--- src/rtl/mux_scan_reg.sv ---
// mux_scan_reg: registered N_IN:1 mux of W-bit channels with manual select or dwell-timed auto-scan.
// Define MUX_SCAN_MASK_EN to add a ch_mask port that restricts which channels the scan visits.
module mux_scan_reg #(
    parameter  int N_IN  = 8,
    parameter  int W     = 1,
    parameter  int DWELL = 1,
    localparam int SW    = $clog2(N_IN)
) (
    input  logic              clk,
    input  logic              rst_n,
    input  logic [N_IN*W-1:0] in,
    input  logic [SW-1:0]     sel,
    input  logic              mode,
    input  logic              en,
`ifdef MUX_SCAN_MASK_EN
    input  logic [N_IN-1:0]   ch_mask,
`endif
    output logic [W-1:0]      out,
    output logic              out_valid,
    output logic [SW-1:0]     cur_sel,
    output logic              scan_wrap,
    output logic              sel_err
);
    localparam int DW = (DWELL > 1) ? $clog2(DWELL) : 1;

    logic [W-1:0]  chans [N_IN];
    logic [SW-1:0] scan_idx, idx_d, eff_idx, nxt_idx, cur_d;
    logic [DW-1:0] dwell_cnt, cnt_d, eff_cnt;
    logic          mode_q, mode_d, mode_rise, nxt_wrap, dwell_last;
    logic [W-1:0]  out_d;
    logic          valid_d, wrap_d, err_d;

    for (genvar g = 0; g < N_IN; g++) begin : g_chan
        assign chans[g] = in[g*W +: W];
    end

    // Entering scan mode restarts at channel 0 on that very edge, so the
    // first scan edge outputs channel 0 and then advances normally.
    assign mode_rise  = mode && !mode_q;
    assign eff_idx    = mode_rise ? '0 : scan_idx;
    assign eff_cnt    = mode_rise ? '0 : dwell_cnt;
    assign dwell_last = (eff_cnt == DW'(DWELL - 1));

`ifdef MUX_SCAN_MASK_EN
    int            cand;
    logic          found;
    logic [SW-1:0] cidx;

    always_comb begin
        nxt_idx  = eff_idx;
        nxt_wrap = 1'b0;
        found    = 1'b0;
        cand     = 0;
        cidx     = '0;
        for (int k = 1; k <= N_IN; k++) begin
            cand = int'(eff_idx) + k;
            cidx = SW'(cand % N_IN);
            if (!found && ch_mask[cidx]) begin
                found    = 1'b1;
                nxt_idx  = cidx;
                nxt_wrap = (cand >= N_IN);
            end
        end
    end
`else
    always_comb begin
        nxt_idx  = eff_idx + 1'b1;
        nxt_wrap = 1'b0;
        if (int'(eff_idx) == N_IN - 1) begin
            nxt_idx  = '0;
            nxt_wrap = 1'b1;
        end
    end
`endif

    // NOTE: every signal gets a default at the top of always_comb, so no path leaves one unassigned and no latch is inferred.
    always_comb begin
        out_d   = out;
        valid_d = 1'b0;
        cur_d   = cur_sel;
        wrap_d  = 1'b0;
        err_d   = sel_err;
        idx_d   = scan_idx;
        cnt_d   = dwell_cnt;
        mode_d  = mode_q;
        if (en) begin
            mode_d = mode;
            if (!mode) begin
                valid_d = 1'b1;
                cur_d   = sel;
                if (int'(sel) < N_IN) begin
                    out_d = chans[sel];
                    err_d = 1'b0;
                end else begin
                    out_d = '0;
                    err_d = 1'b1;
                end
            end else begin
                err_d = 1'b0;
`ifdef MUX_SCAN_MASK_EN
                if (ch_mask == '0) begin
                    out_d = '0;
                end else if (!ch_mask[eff_idx]) begin
                    // Masked position: move on without presenting it.
                    idx_d  = nxt_idx;
                    cnt_d  = '0;
                    wrap_d = nxt_wrap;
                end else
`endif
                begin
                    out_d   = chans[eff_idx];
                    cur_d   = eff_idx;
                    valid_d = 1'b1;
                    if (dwell_last) begin
                        cnt_d  = '0;
                        idx_d  = nxt_idx;
                        wrap_d = nxt_wrap;
                    end else begin
                        cnt_d  = eff_cnt + 1'b1;
                        idx_d  = eff_idx;
                    end
                end
            end
        end
    end

    always_ff @(posedge clk or negedge rst_n) begin
        if (!rst_n) begin
            out       <= '0;
            out_valid <= 1'b0;
            cur_sel   <= '0;
            scan_wrap <= 1'b0;
            sel_err   <= 1'b0;
            scan_idx  <= '0;
            dwell_cnt <= '0;
            mode_q    <= 1'b0;
        end else begin
            out       <= out_d;
            out_valid <= valid_d;
            cur_sel   <= cur_d;
            scan_wrap <= wrap_d;
            sel_err   <= err_d;
            scan_idx  <= idx_d;
            dwell_cnt <= cnt_d;
            mode_q    <= mode_d;
        end
    end

endmodule

--- config.mk ---
export PLATFORM = sky130hd
export DESIGN_NAME = mux_scan_reg
export DESIGN_NICKNAME = d
export VERILOG_FILES = /design/src/rtl/mux_scan_reg.sv
export SDC_FILE = /design/constraint.sdc
export NUM_CORES = 1
export LEC_CHECK = 0
export BUFFER_PORTS_ARGS = -buffer_cell sky130_fd_sc_hd__buf_2
export CORE_UTILIZATION = 45
export CTS_BUF_LIST = sky130_fd_sc_hd__clkbuf_2 sky130_fd_sc_hd__clkbuf_4 sky130_fd_sc_hd__clkbuf_8
export DETAILED_ROUTE_END_ITERATION = 6
export PLACE_DENSITY = 0.8
export SYNTH_ARGS = -nofsm -noshare
export SYNTH_HDL_FRONTEND = slang
export SYNTH_SLANG_ARGS = --single-unit
--- constraint.sdc ---
create_clock -name clk -period 3.19 [get_ports clk]
set_input_delay 0.4785 -clock clk [delete_from_list [all_inputs] [get_ports clk]]
set_output_delay 0.4785 -clock clk [all_outputs]
set_load 0.02 [all_outputs]
### Yosys cells after proc, flatten, opt, wreduce, memory -nomap -nowiden

Cells that the tools add are included.

| operators by class | value |
|---|---|
| $add $sub $neg | 2 |
| $mul | 0 |
| divide/modulo/power cells | 0 |
| magnitude comparators | 2 |
| equality and inequality tests | 1 |
| shift operators | 0 |
| muxes and demuxes | 18 |
| bitwise gates (word level) | 2 |
| reduce and logical (&&, ||, !) cells | 3 |

Operators with widths:

| kind | count |
|---|---|
| $mux W1 | 12 |
| $mux W3 | 4 |
| $ge A4 B4 Y1 const B | 2 |
| $not A3 Y4 | 2 |
| $bmux W1 S3 | 2 |
| $add A3 B1 Y3 const B | 1 |
| $eq A3 B1 Y1 const B | 1 |
| $reduce_and A2 Y1 | 1 |
| $add A1 B1 Y1 const B | 1 |
| $logic_and A1 B1 Y1 | 1 |
| $logic_not A1 Y1 | 1 |

| storage, ports and cells | value |
|---|---|
| register bits after elaboration | 11 |
| bits in latches | 0 |
| memory bits (writable) | 0 |
| ROM bits | 0 |
| input port bits | 15 |
| output and inout port bits | 7 |
| word-level logic and storage cells | 35 |
| memories kept | 0 |

### Depth between registers and ports, before layout

Gate-level depths: netlist of run 1.

| logic depth | value |
|---|---|
| word-level depth | 8 |
| depth in mapped cells | 5 |
| gate-level depth less buffers | 4 |

### Worst setup path after synthesis of run 1

OpenSTA, ideal clock, no wires.

| timing path | value |
|---|---|
| path kind | input -> register |
| from | in sel[0] |
| to | reg out |
| setup time | 129 ps |
| arrival | 1387 ps |
| required time | 3061 ps |
| setup slack | 1675 ps |
| stages | 4 |
| path buffers | 0 |
| cell sequence | mux4_2 -> or2_0 -> a32oi_1 -> o31ai_1 |

| between the ends | value |
|---|---|
| longest elaborated chain between the ends | 5 |

Ends and longest elaborated chain:

| what | RTL line | text |
|---|---|---|
| start, declared | 12 | `input logic [SW-1:0] sel,` |
| $not A3 Y4 (not written as such) | 92 | `out_d = chans[sel];` |
| $bmux W1 S3 | 92 |  |
| $mux W1 (not written as such) (2 in series) | 92 |  |
| $mux W1 | 88 | `if (!mode) begin` |
| end signal, assigned | 138 | `out <= out_d;` |
| end, declared | 18 | `output logic [W-1:0] out,` |

No other way between the ends. The select of a mux whose other input is x is not followed.
A chain may end at the register's enable or synchronous reset.

### Final worst setup path of run 1

| timing path | value |
|---|---|
| from | reg mode_q |
| to | reg scan_idx[2] |

| between the ends | value |
|---|---|
| longest elaborated chain between the ends | 6 |
| elaborated cells between the ends (all ways) | 8 |
| those cells by class | add/sub: 1; eq/ne: 1; mux: 4; reduce/logical: 2 |

Ends and longest elaborated chain:

| what | RTL line | text |
|---|---|---|
| start, declared | 29 | `logic mode_q, mode_d, mode_rise, nxt_wrap, dwell_last;` |
| start signal, assigned | 145 | `mode_q <= mode_d;` |
| $logic_not A1 Y1 * | 39 | `assign mode_rise = mode && !mode_q;` |
| $logic_and A1 B1 Y1 * | 39 |  |
| $mux W3 * | 40 | `assign eff_idx = mode_rise ? '0 : scan_idx;` |
| $add A3 B1 Y3 or $eq A3 B1 Y1 (tied branches) | 67, 69 |  |
| $mux W3 * | 69 | `if (int'(eff_idx) == N_IN - 1) begin` |
| via nxt_idx[2] | 27 | `logic [SW-1:0] scan_idx, idx_d, eff_idx, nxt_idx, cur_d;` |
| $mux W3 * | 114 | `if (dwell_last) begin` |
| end signal, assigned | 143 | `scan_idx <= idx_d;` |
| end, declared | 27 |  |

Mark *: on every way through the listed nets, which the timed path passes. The rest lies on a longest branch.

==> metrics.yaml, run 1 <==
run_status:
  status: "finished, final reports clean"
yosys:
  netlist.area_leader.share_pct: 41.7
  syn-cell-area_sq_um: 601
  synth.distinct_cells: 30
  async_reset_ff_share_pct: 100
  yosysWarnings: 0
  syn-num-nets: 79
  syn_area_per_cell_sq_um: 9.53
  seq_area_frac_synth_pct: 41.7
  synth_largest_area_cell: "dfrtp_1"
  synthTopCellsByArea: "dfrtp_1, mux2i_1, a31oi_1"
  synth_edf_count: 0
  synth_cells: 63
  ys_seq_elements: 10
  synth-main-ff-cell: "dfrtp_1"
setup_path:
  cp.required_ps: 3330
  path_cells: "nand2b_1, and2_1, ha_1, mux2_2"
  slowest_delay_ps: 430
  worstSetupStartpointType: "flip-flop"
  cp_slowest_cell: "dfrtp_1"
  cp-end-kind: "flip-flop"
  crit_type: "reg2reg"
  cp_max_fo: 6
  cp_data_arrival_time_ps: 1620
placement:
  io_buffers: 20
  dp_hpwl_um: 968
  gp_congestion: 0.805
global_routing:
  gr-total-overflow: 0
  antenna_found_initial: 0
  grt_pass1_vias: 486
  track_usage_pct: 19.6
  grt_max_degree: 14
  grt_pass1_wl_um: 1950
floorplanning:
  dieArea_sq_mm: 0.00148
  io_pins: 22
  rows: 12
  initial_core_util_pct: 51.3
  coreArea_sq_mm: 0.00117
  die_w_um: 38.5
  die_y_um: 38.5
finish:
  mostFrequentLayoutCell: "buf_2"
  nNetsFinal: 99
  drive_gt1_share_pct: 34.1
  area.growth.synth_to_final_pct: 21.7
  diodes: 0
  most-common-layout-cells: "buf_2, dfrtp_1, nor2_1, a31oi_1, nand2_1"
cts:
  root_buffer: "clkbuf_4"
  postCtsSetupRepairBufs: 0
  cts_buffer_depth: 2
  holdBufCountCts: 0
  clkTransAtPathRegs_ps: 70
  clk_latency_ps: 270
  cts_tree: "built"
  cts_max_level: 1
  cts_buffers: 3
  clock_sinks: 10
  post_cts_resized: 0
power_and_ir_drop:
  vdd_drop_max_mv: 0.366
  power_density_mw_per_mm2: 520
  report.power.total_mw: 0.380
  p_leak_nw: 0.356
sta:
  grt_setup_unrepaired: "no"
  clock.fmax_mhz: 677
  finalSetupTns_ps: 0
  min_period_over_period_pct: 46.3
  fin_skew_ps: 9.99
  slew_viol_final: 0
  fin_crit_ps: 1480
  final-setup-viol-count: 0
  hold_viol: 0
detailed_routing:
  vias: 530
  drt-initial-drc-count: 19
  antenna_left: 0
  drt_pass1_iterations: 4
  vias_per_cell: 5.52
  routedWlPerCell_um: 12.7
  drc_errors: 0
  routed_wl_um: 1220
flow_run:
  drv_cap: 0
hold_path:
  hold_path_class: "in2async"
==> registers in the layout, indices dropped and copies added (netlist names) <==
| register | cells |
|---|---|
| cur_sel | 3 |
| mode_q | 1 |
| out | 1 |
| out_valid | 1 |
| scan_idx | 3 |
| scan_wrap | 1 |
==> through the flow <==
stage	util, %	setup WS (ps)	area [sq um]	hold slack (ps)	std cells
after floorplan	-	1670	601	183	63
after detailed placement	59.3	1460	694	346	92
final	62.4	1710	731	53.4	96
after CTS	62.4	1710	731	58.8	96
after global placement	59.3	1500	694	344	92
after global routing	62.4	1660	731	62.9	96
==> per-layer routing <==
metal	part of all wire (%)	routed length [um]	global-route usage, %	up-vias
met2	50	614	34.2	14
met5	0	0	0	-
li1	-	-	-	265
met4	0	0	5.17	0
met1	44	535	21.2	251
met3	5.5	67	8.72	0
==> synth_stat cells (2+ instances only) <==
master and instances:
nand2b_1 3, nand2_1 4, inv_1 2, a21oi_1 2
a31oi_1 4, o21ai_0 3, nand3_1 2, and3_1 2
dfrtp_1 10, nor2b_1 3, nor2_1 4, mux2_2 2
mux2i_1 3, clkbuf_1 3
==> area by class of cell <==
cell class,count,area [sq um]
clock buffers,4,36.3
fillers,103,440
well taps,14,17.5
multi-input cells,46,319
inverters,2,7.51
flip-flops and latches,10,250
repair buffers,20,100
==> kinds of logic after synthesis <==
logic type | Yosys count | share of synthesized area, %
and+or+nand+nor | 23 | 20.6
AOI/OAI and AO/OA | 15 | 17.3
DFF | 10 | 41.7
buffers and inverters | 7 | 5.21
muxes | 6 | 12.5
adders and majority gates | 1 | 2.08
other | 1 | 0.624
==> final timing paths <==
kind                               startpoint                       to  slack, ps  cells past startpoint
hold / removal                          rst_n   cur_sel[1]$_DFFE_PN0P_         50                      1
setup reg to reg           mode_q$_DFFE_PN0P_  scan_idx[2]$_DFFE_PN0P_       1710                      4
hold reg to reg               out$_DFFE_PN0P_          out$_DFFE_PN0P_        500                      2
setup / recovery           mode_q$_DFFE_PN0P_  scan_idx[2]$_DFFE_PN0P_       1710                      4
max in group asynchronous               rst_n  scan_idx[2]$_DFFE_PN0P_       2940                      1
min in group clk                           en      out_valid$_DFF_PN0_        450                      1
==> critical path, delay by kind of cell, from the launching register on <==
kind                     cells  cell delay [ps]
adder cells (fa/ha/maj)      1              290
flip-flops                   1              430
multiplexers                 1              260
AND/OR/NAND/NOR              2              380
==> report_power, final <==
group | switching, mW | total [mW] | internal (mW)
Sequential | 0.0205 | 0.167 | 0.146
Combinational | 0.0522 | 0.101 | 0.0488
Clock | 0.0433 | 0.112 | 0.0692
Total | 0.116 | 0.380 | 0.264
Note: power is estimated with default switching activity, not from simulation.
==> inputs of run 2 (changes only) <==
==> constraint.sdc (replaced) <==
create_clock -name clk -period 1.4 [get_ports clk]
set_input_delay 0.21 -clock clk [delete_from_list [all_inputs] [get_ports clk]]
set_output_delay 0.21 -clock clk [all_outputs]
set_load 0.02 [all_outputs]
==> metrics.yaml, run 2 (synthesis results as in run 1) <==
run_status:
  status: "finished, final reports clean"  # unchanged
flow_run:
  drv_cap: 0  # unchanged
floorplanning:
  io_pins: 22  # unchanged
  dieArea_sq_mm: 0.00148  # unchanged
  die_w_um: 38.5  # unchanged
  initial_core_util_pct: 51.3  # unchanged
  coreArea_sq_mm: 0.00117  # unchanged
  die_y_um: 38.5  # unchanged
  rows: 12  # unchanged
detailed_routing:
  routed_wl_um: 1470  # was 1220 um
  drc_errors: 0  # unchanged
  vias_per_cell: 5.56  # was 5.52
  drt-initial-drc-count: 18  # was 19
  drt_pass1_iterations: 4  # unchanged
  routedWlPerCell_um: 14.4  # was 12.7 um
  vias: 567  # was 530
  antenna_left: 0  # unchanged
setup_path:
  crit_type: "reg2reg"  # unchanged
  cp-end-kind: "flip-flop"  # unchanged
  cp_max_fo: 3  # was 6
  reg2regPathDepth: 4  # unchanged
  cp.required_ps: 1560  # was 3330 ps
  r2r-end: "scan_idx[2]$_DFFE_PN0P_"  # unchanged
  r2r_start: "mode_q$_DFFE_PN0P_"  # unchanged
  worstSetupStartpointType: "flip-flop"  # unchanged
  rrSetupSlack_ps: 50  # was 1710 ps
  cp_data_arrival_time_ps: 1510  # was 1620 ps
finish:
  mostFrequentLayoutCell: "buf_2"  # unchanged
  diodes: 0  # unchanged
  nNetsFinal: 106  # was 99
  area.growth.synth_to_final_pct: 30.2  # was 21.7%
  fillCellCount: 103  # unchanged
  drive_gt1_share_pct: 40.9  # was 34.1%
  top_regs: "cur_sel (3), scan_idx (3)"  # unchanged
  most-common-layout-cells: "buf_2, dfrtp_1, buf_4"  # was buf_2, dfrtp_1, nor2_1, a31oi_1, nand2_1
  finalInstanceArea_sq_um: 782  # was 731 sq um
sta:
  timing.hold.ws_ps: 183  # was 53.4 ps
  final-setup-viol-count: 0  # unchanged
  hold_viol: 0  # unchanged
  min_period_over_period_pct: 96.5  # was 46.3%
  fin_crit_ps: 1350  # was 1480 ps
  clock.fmax_mhz: 740  # was 677 MHz
  fin_skew_ps: 3.22  # was 9.99 ps
  slew_viol_final: 0  # unchanged
placement:
  post_dp_cell_area_sq_um: 739  # was 694 sq um
  dp_hpwl_um: 1110  # was 968 um
  gp_congestion: 0.809  # was 0.805
  io_buffers: 20  # unchanged
cts:
  cts_tree: "built"  # unchanged
  cts_buffer_depth: 2  # unchanged
  clock_sinks: 10  # unchanged
  cts_buffers: 3  # unchanged
  root_buffer: "clkbuf_4"  # unchanged
  clkTransAtPathRegs_ps: 60  # was 70 ps
  clk_latency_ps: 270  # about the same
  cts_max_level: 1  # unchanged
global_routing:
  track_usage_pct: 24.7  # was 19.6%
  grt_max_degree: 14  # unchanged
  grt_pass1_vias: 557  # was 486
  grt_pass1_wl_um: 2350  # was 1950 um
  gr-total-overflow: 0  # unchanged
  antenna_found_initial: 0  # unchanged
power_and_ir_drop:
  p_leak_nw: 0.385  # was 0.356 nW
  vdd_drop_max_mv: 0.526  # was 0.366 mV
  power_density_mw_per_mm2: 1100  # was 520 mW/mm^2
hold_path:
  hold_start: "en"
  hold_path_class: "in2reg"  # was in2async
  hold_path_depth: 1
  min_to: "out_valid$_DFF_PN0_"
run 2: layout make-up:
cell class	count	area (sq um)	share of cell area, %
Inverter	2	7.51	0.960
Clock buffer	3	22.5	2.88
Multi-Input combinational cell	46	327	41.8
Sequential cell	10	253	32.3
Tap cell	14	17.5	2.24
Timing Repair Buffer	27	155	19.8
run 2: layer usage:
metal / part of all wire [%] / routed length [um] / track usage (%) / vias up
li1: - / - / - / 276
met1: 42 / 620 / 26.0 / 270
met2: 50 / 737 / 41.3 / 16
met3: 5.2 / 76 / 8.72 / 5
met4: 2.6 / 38 / 15.5 / 0
met5: 0 / 0 / 0 / -
run 2: stage by stage:
stage	std cells	setup slack [ps]	power [mW]	TNS, ps	utilization (%)
after floorplan	63	20.4	0.541	0	-
after global placement	98	19.2	0.646	0	63.1
after detailed placement	98	-11.1	0.654	-11.1	63.1
after CTS	102	27.4	0.853	0	65.9
after global routing	102	-8.39	0.915	-8.39	66.8
final	102	48.7	0.858	0	66.8
run 2: what timing repair did:
action,CTS,global route
buffers inserted,0,0
hold buffers,1,0
endpoints found under the setup margin,0,2
resized for setup,0,3
hold endpoints to repair,10,0
run 2: worst max-delay path, cell delays in order (launching register included):
cell and delay (ps):
dfrtp_1 370, nand2b_4 140, and2_1 180, ha_1 290, mux2_2 260
run 2: how the worst max path moves through the flow:
stage | slack, ps | to | from | cells after the start
6_report | 50 | scan_idx[2]$_DFFE_PN0P_ | mode_q$_DFFE_PN0P_ | 4
4_1_cts | 30 | scan_idx[2]$_DFFE_PN0P_ | mode_q$_DFFE_PN0P_ | 4
3_5_place_dp | -10 | out$_DFFE_PN0P_ | sel[0] | 5
2_1_floorplan | 20 | scan_idx[2]$_DFFE_PN0P_ | mode_q$_DFFE_PN0P_ | 4
3_3_place_gp | 20 | out$_DFFE_PN0P_ | sel[0] | 5
5_1_grt | -8 | scan_idx[2]$_DFFE_PN0P_ | mode_q$_DFFE_PN0P_ | 4
run 2: power by group:
part / internal [mW] / switching [mW]
Sequential: 0.336 / 0.0419
Clock: 0.0993 / 0.0966
Combinational: 0.146 / 0.139
Total: 0.581 / 0.277
